File: config.mk
export PLATFORM = sky130hd
export DESIGN_NAME = unshifter_seq
export DESIGN_NICKNAME = d
export VERILOG_FILES = /design/src/rtl/unshifter_pkg.sv /design/src/rtl/unshift_step.sv /design/src/rtl/unshifter_seq.sv
export SDC_FILE = /design/constraint.sdc
export NUM_CORES = 1
export LEC_CHECK = 0
export BUFFER_PORTS_ARGS = -buffer_cell sky130_fd_sc_hd__buf_4
export CAP_MARGIN = 10
export CORE_MARGIN = 1
export CORE_UTILIZATION = 30
export CTS_BUF_LIST = sky130_fd_sc_hd__clkbuf_4
export DETAILED_ROUTE_END_ITERATION = 10
export PLACE_DENSITY = 0.56
export SLEW_MARGIN = 30
export SYNTH_ARGS = -nofsm -noshare
export SYNTH_HDL_FRONTEND = slang
export SYNTH_SLANG_ARGS = --single-unit
File: constraint.sdc
create_clock -name clk -period 2.41 [get_ports clk]
set_input_delay 0.3615 -clock clk [delete_from_list [all_inputs] [get_ports clk]]
set_output_delay 0.3615 -clock clk [all_outputs]
set_load 0.03 [all_outputs]
File: src/rtl/unshifter_pkg.sv
// rtl/unshifter_pkg.sv - shared opcodes, FSM state type and width default for unshifter_seq
package unshifter_pkg;

    localparam int WIDTH_DEFAULT = 8;
    localparam int AMT_W         = 3;

    // Forward operation that produced the data; the unshifter applies the inverse.
    localparam logic [1:0] OP_ROL = 2'b00;
    localparam logic [1:0] OP_SHL = 2'b01;
    localparam logic [1:0] OP_ROR = 2'b10;
    localparam logic [1:0] OP_SHR = 2'b11;

    typedef enum logic [1:0] {
        ST_IDLE  = 2'd0,
        ST_SHIFT = 2'd1,
        ST_DONE  = 2'd2
    } state_t;

endpackage

File: src/rtl/unshift_step.sv
// rtl/unshift_step.sv - combinational single-bit inverse of a forward rotate/shift
module unshift_step
    import unshifter_pkg::*;
#(
    parameter int WIDTH = WIDTH_DEFAULT
) (
    input  logic [WIDTH-1:0] data_i,
    input  logic [1:0]       opcode_i,
    output logic [WIDTH-1:0] data_o
);

    always_comb begin
        data_o = data_i;
        case (opcode_i)
            OP_ROL:  data_o = {data_i[0], data_i[WIDTH-1:1]};
            OP_SHL:  data_o = {1'b0, data_i[WIDTH-1:1]};
            OP_ROR:  data_o = {data_i[WIDTH-2:0], data_i[WIDTH-1]};
            OP_SHR:  data_o = {data_i[WIDTH-2:0], 1'b0};
            default: data_o = data_i;
        endcase
    end

endmodule

File: src/rtl/unshifter_seq.sv
// rtl/unshifter_seq.sv - sequential one-bit-per-cycle inverse shifter; optional lossy flag under UNSHIFTER_LOSS_FLAG_EN
module unshifter_seq
    import unshifter_pkg::*;
#(
    parameter int WIDTH = WIDTH_DEFAULT
) (
    input  logic             clk,
    input  logic             reset,
    input  logic             start,
    input  logic [WIDTH-1:0] data_in,
    input  logic [AMT_W-1:0] amount,
    input  logic [1:0]       opcode,
    output logic             busy,
    output logic             done,
    output logic [WIDTH-1:0] data_out
`ifdef UNSHIFTER_LOSS_FLAG_EN
    ,
    output logic             lossy
`endif
);

    state_t           state_q, state_d;
    logic [AMT_W-1:0] count_q, count_d;
    logic [WIDTH-1:0] work_q, work_d;
    logic [1:0]       op_q, op_d;
    logic [WIDTH-1:0] result_q, result_d;
    logic             busy_q, done_q;
    logic [WIDTH-1:0] step_out;

    unshift_step #(.WIDTH(WIDTH)) u_step (
        .data_i   (work_q),
        .opcode_i (op_q),
        .data_o   (step_out)
    );

    always_comb begin
        state_d  = state_q;
        count_d  = count_q;
        work_d   = work_q;
        op_d     = op_q;
        result_d = result_q;
        case (state_q)
            ST_IDLE, ST_DONE: begin
                state_d = ST_IDLE;
                if (start) begin
                    work_d  = data_in;
                    op_d    = opcode;
                    count_d = amount;
                    if (amount != '0) begin
                        state_d = ST_SHIFT;
                    end else begin
                        state_d  = ST_DONE;
                        result_d = data_in;
                    end
                end
            end
            ST_SHIFT: begin
                work_d  = step_out;
                count_d = count_q - 3'd1;
                if (count_q == 3'd1) begin
                    state_d  = ST_DONE;
                    result_d = step_out;
                end
            end
            default: state_d = ST_IDLE;
        endcase
    end

    // Output flags are computed from the next state so they line up with it.
    always_ff @(posedge clk) begin
        if (reset) begin
            state_q  <= ST_IDLE;
            count_q  <= '0;
            work_q   <= '0;
            op_q     <= OP_ROL;
            result_q <= '0;
            busy_q   <= 1'b0;
            done_q   <= 1'b0;
        end else begin
            state_q  <= state_d;
            count_q  <= count_d;
            work_q   <= work_d;
            op_q     <= op_d;
            result_q <= result_d;
            busy_q   <= (state_d == ST_SHIFT);
            done_q   <= (state_d == ST_DONE);
        end
    end

    assign busy     = busy_q;
    assign done     = done_q;
    assign data_out = result_q;

`ifdef UNSHIFTER_LOSS_FLAG_EN
    logic lossy_q;

    // Only a completion out of SHIFT implies amount != 0.
    always_ff @(posedge clk) begin
        if (reset) begin
            lossy_q <= 1'b0;
        end else begin
            lossy_q <= (state_d == ST_DONE) && (state_q == ST_SHIFT)
                       && ((op_q == OP_SHL) || (op_q == OP_SHR));
        end
    end

    assign lossy = lossy_q;
`endif

endmodule

After elaboration in Yosys (flattened, before gate mapping) --
Cells that the tools add are included.
Storage, ports and cells: ROM bits 0, RAM bits 0, logic and storage cells 40, register bits 25, output and inout bits 10, input bits 16, memories kept 0, bits in latches 0
Cells by class: $mul 0, reductions and logical operators 8, equality and inequality tests 11, mux-type cells 13, bitwise logic cells 0, shift operators 0, div/mod/pow operators 0, $add $sub $neg 1, magnitude comparators 0
Operators with widths (count):
- 8-bit two-way mux | 4
- 8-bit case mux with 2 select lines | 2
- 8-bit case mux with 4 select lines | 1
- 2-bit equality test (second input constant) | 4
- 2-bit by 1-bit equality test with 1-bit output (second input constant) | 3
- 2-bit two-way mux | 3
- 2-bit inequality test (second input constant) | 3
- 3-bit case mux with 2 select lines | 1
- 2-bit zero test | 2
- 2-bit case mux with 2 select lines | 1
- 2-bit AND reduction | 2
- 4-bit AND reduction | 1
- 3-bit by 1-bit equality test with 1-bit output (second input constant) | 1
- 3-bit two-way mux | 1
- 3-bit nonzero test | 1
- 3-bit by 1-bit subtractor with 3-bit output (second input constant) | 1
- 2-bit nonzero test | 1
- 2-bit OR reduction | 1

Depth between registers and ports, before layout --
depth in word-level cells 5, mapped depth 7, depth with buffers taken out 6

Cells and area by module --
Synthesis repeated with hierarchy kept, for this count alone.
Unflattened totals: cell total of the unflattened synthesis 120, area, all modules 1285.0 um^2
Modules (own cells, without submodules):
- unshifter_seq | sequential area each 500.5 um^2, cells each 108, area each 1157.4 um^2, instances 1
- unshift_step | sequential area each 0.0 um^2, cells each 12, area each 127.6 um^2, instances 1

Worst setup path before layout --
Ideal clock, no wire load.
path kind register to register, start point reg count_q[1], end point reg result_q[0], in the netlist data_out[0], library setup time 0.071 ns, path buffers 1, data arrival time 1.358 ns, stages on the path, launching flop included 8, setup slack 0.982 ns, cell sequence dfxtp_1 inv_1 ha_1 and4bb_2 o22ai_2 buf_2 nand2_1 a21oi_1
Between the ends: word-level cells in the longest chain between the ends 3
RTL lines:
- start: declaration | RTL line unshifter_seq.sv:23 | logic [AMT_W-1:0] count_q, count_d;
- start signal: assignment | RTL line unshifter_seq.sv:81 | count_q <= count_d;
- 3-bit by 1-bit equality test with 1-bit output | RTL line unshifter_seq.sv:60 | if (count_q == 3'd1) begin
- 2-bit inequality test (no line)
- 4-bit AND reduction (no line)
- end signal: assignment | RTL line unshifter_seq.sv:84 | result_q <= result_d;
- end: declaration | RTL line unshifter_seq.sv:26 | logic [WIDTH-1:0] result_q, result_d;
Every way passes these cells. A chain may end at the register's enable or synchronous reset.

Final worst setup path --
start point reg count_q[1], end point reg result_q[6], in the netlist data_out[6]
The elaborated chain is that of the path after synthesis.

==> reports/summary.md <==
Synthesis handed over a netlist of 139 instances. The count of unresolved DRC violations after routing is 0, and the buffer levels on the longest clock path is 2. Timing would allow up to 589 MHz. The xor/xnor share of the synthesized area was 0; the standard cell area after detailed placement was 0.00139 mm2. In this run the static leakage power is 0.564 nW. STA classifies the critical path startpoint as a flip-flop. The layout-stage area growth over the synthesis result works out to 21.2%.

The run gives 96 as the first-iteration detailed-routing DRC count. The mean routed wirelength per cell works out to 11.8 um. After synthesis the cells add up to 0.00117 mm2. Number of H-tree levels: 1.

Using the TritonRoute via totals, the vias-per-cell ratio works out to 4.77. The area share of the leading cell type in the synthesized netlist was 0.428. The tools report the number of sinks driven by the clock tree as 25. After synthesis, the largest family of logic cells by area is simple AND/OR/NAND/NOR gates.

The floorplan step set the die width to 64.4 um. The share of async-settable or async-resettable flops after synthesis was 0; the count of yosys warnings during synthesis was 0. The post-synthesis share of cell area spent on full adders, half adders and majority gates works out to 0.0214. Setup violations remaining at the end of the flow were counted as 0. The area of the multi-input gates was 604 um2; the largest clock skew in the final design was 0.00580 ns. The routed layout has 996 vias. The run finished with clean final reports. The logs give 0.125 for the combined global-route utilization of all metal layers and 4 for the iteration count of the initial detailed-routing pass. The synthesized-area fraction occupied by and/or/nand/nor cells came out at 0.230. Clock-pin slew was measured on the worst setup and hold paths at 0.13 ns.

The starting utilization of the core area was 0.317. The final antenna-violating net count was 0; the share of synthesized area spent on multiplexers was 0.0685. The run gives 0 as the max-slew violation count. The finished cells cover 0.00142 mm2.

The logs give 500 um2 for the sequential standard cell area and 3 for the total clock buffers created by CTS. The count of fill cells added during filler insertion was 395; the slew at the pin closest to its max-slew limit was 0.657 ns. The routed wire length was 2460 um; the number of nets in the final layout was 180. The tools report the number of gates resized after CTS as 0. Counting every net in the synthesized netlist gives 157. The tree is rooted in a sky130_fd_sc_hd__clkbuf_4. The compound-gate portion of the synthesized area was 0.197; the total negative slack was 0 ns.

The total setup buffers inserted after CTS was 0; the share of cells above drive strength 1 was 0.211. The number of flip-flops and latches in the synthesized netlist came out at 25. In this run, post-CTS hold repair placed 0 buffers.

Classification of the worst-slack hold path: in2reg. For this run, the number of standard cells in the final layout without fillers is 209. In the synthesized netlist, the cells that appear most often are sky130_fd_sc_hd__dfxtp_1, sky130_fd_sc_hd__nand2_1, sky130_fd_sc_hd__a21oi_1, sky130_fd_sc_hd__nor2_1, sky130_fd_sc_hd__mux2i_1. Yosys attributes the largest share of cell area to sky130_fd_sc_hd__dfxtp_1, sky130_fd_sc_hd__a21oi_1, sky130_fd_sc_hd__mux2i_1. The via count of the first global-routing pass is 905, and the post-route minimum period is 1.70 ns. Once placement completed, the tool counted placed cells totaling 205. The worst setup path is captured at a flip-flop.

A synthesized cell averages 8.41 um2. The pin count of the biggest net entering global routing is 26, and the top-level I/O count is 26. The worst-case IR drop observed on VDD is 0.188 mV.

Input and output buffers added on the ports amount to 25. The congestion estimate from routability-driven global placement came to 0.762. The tools report the initial antenna violation count as 0.

The biggest area contributor in the post-synthesis netlist is sky130_fd_sc_hd__dfxtp_1. The wire length of the first global-routing pass is 4020 um, and the distinct cell type count after synthesis is 26. The worst setup path category was reg2reg. Across the run, the number of max-cap violations was 0.

For the worst setup path, the data arrival time is 1.90 ns. At the later pin of the worst-skew pair, clock insertion delay measures 0.31 ns. Leading cell type by number of instances after synthesis: sky130_fd_sc_hd__dfxtp_1. The portion of the post-synthesis area used by sequential elements came out at 0.428.

Total power for the finished layout comes to 0.000889 W. STA puts the critical path data required time at 2.61 ns. The number of antenna diodes in the final layout is 0. For the normalized max-slew margin, the log shows 0.562. The wire-length estimate of the detail-placed layout is 1790 um. The total count of hold-check failures in the final report is 0, and the die height is 64.4 um.

Setup repair after global routing left no endpoint under its margin. Power density relative to cell area: 628 mW/mm2. The core region is 0.00369 mm2. Highest fanout seen on the critical path: 18. Overall die area: 0.00415 mm2. Most used flip-flop cell after synthesis: sky130_fd_sc_hd__dfxtp_1. For this run the aggregate overflow at the end of global routing stands at 0. The count of standard-cell rows was 22. Number of enable-type register cells in the synthesized netlist: 0.

The portion of the clock cycle consumed by the worst path in the final layout is 0.705. TritonCTS built the clock tree.
## final cells by class
type,instances,area share
Inverter,3,0.00795
Sequential cell,25,0.353
Timing Repair Buffer,28,0.148
Clock buffer,4,0.0212
Tap cell,48,0.0424
Multi-Input combinational cell,101,0.427
## placed cells by master, fill, tap and decap left out, drive strengths merged
master,n
ha,2
a211o,2
o22ai,1
nor2b,2
a32oi,1
a221oi,3
a21oi,19
nor3,1
nand2b,4
clkbuf,4
or3,2
dfxtp,25
or3b,5
a311o,2
a21o,1
nor2,19
nand2,21
o21ai,1
and4bb,1
buf,28
nand3b,1
mux2i,8
inv,3
o211ai,5
## layer usage
layer / global-route usage / wire length [um] / up-vias
met2: 0.193 / 1040 / 19
li1: - / - / 529
met3: 0.0317 / 120 / 2
met4: 0.0583 / 27 / 0
met1: 0.161 / 1270 / 446
met5: 0 / 0 / -
## sequential cells by signal, summed over array words and instances, names as in the netlist
signal,flops
data_out,8
work_q,8
count_q,3
op_q,2
state_q,2
busy,1
done,1
## cells by family (layout without fill, tap and decap cells)
| group | count (synthesis) | count (layout) |
|---|---|---|
| multiplexers | 8 | 8 |
| buffers and inverters | 13 | 35 |
| flip-flops | 25 | 25 |
| AO/OA/AOI/OAI | 35 | 35 |
| adder cells (fa/ha/maj) | 2 | 2 |
| AND/OR/NAND/NOR | 56 | 56 |
## metrics by stage
stage                     hold WS, ns  worst slack, ns   util
after floorplan                 0.444            0.982      -
after global routing            0.271            0.568  0.384
after detailed placement        0.450            0.728  0.376
after CTS                       0.276            0.716  0.384
final                           0.282            0.712  0.384
after global placement          0.446            0.751  0.376
## power breakdown
| group | leakage (nW) | internal [W] | switching, W |
|---|---|---|---|
| Sequential | 0.205 | 0.000450 | 0.0000283 |
| Clock | 0.0184 | 0.0000758 | 0.000119 |
| Combinational | 0.341 | 0.0000961 | 0.000121 |
| Total | 0.564 | 0.000622 | 0.000268 |
## worst max-delay path, stage by stage (launching register included)
cell and delay (ns):
sky130_fd_sc_hd__dfxtp_1 0.35, sky130_fd_sc_hd__inv_1 0.06, sky130_fd_sc_hd__ha_1 0.19, sky130_fd_sc_hd__and4bb_2 0.23, sky130_fd_sc_hd__o22ai_2 0.49, sky130_fd_sc_hd__or3b_1 0.21, sky130_fd_sc_hd__a21oi_1 0.06
## worst paths after layout
| path | from | end | cells after the start | slack, ns |
|---|---|---|---|---|
| hold / removal | opcode[0] | op_q[0] | 3 | 0.28 |
| setup / recovery | count_q[1] | data_out[6] | 6 | 0.71 |
| hold reg to reg | data_out[7] | data_out[7] | 2 | 0.46 |
| setup reg to reg | count_q[1] | data_out[6] | 6 | 0.71 |
Note: power is estimated with default switching activity, not from simulation.
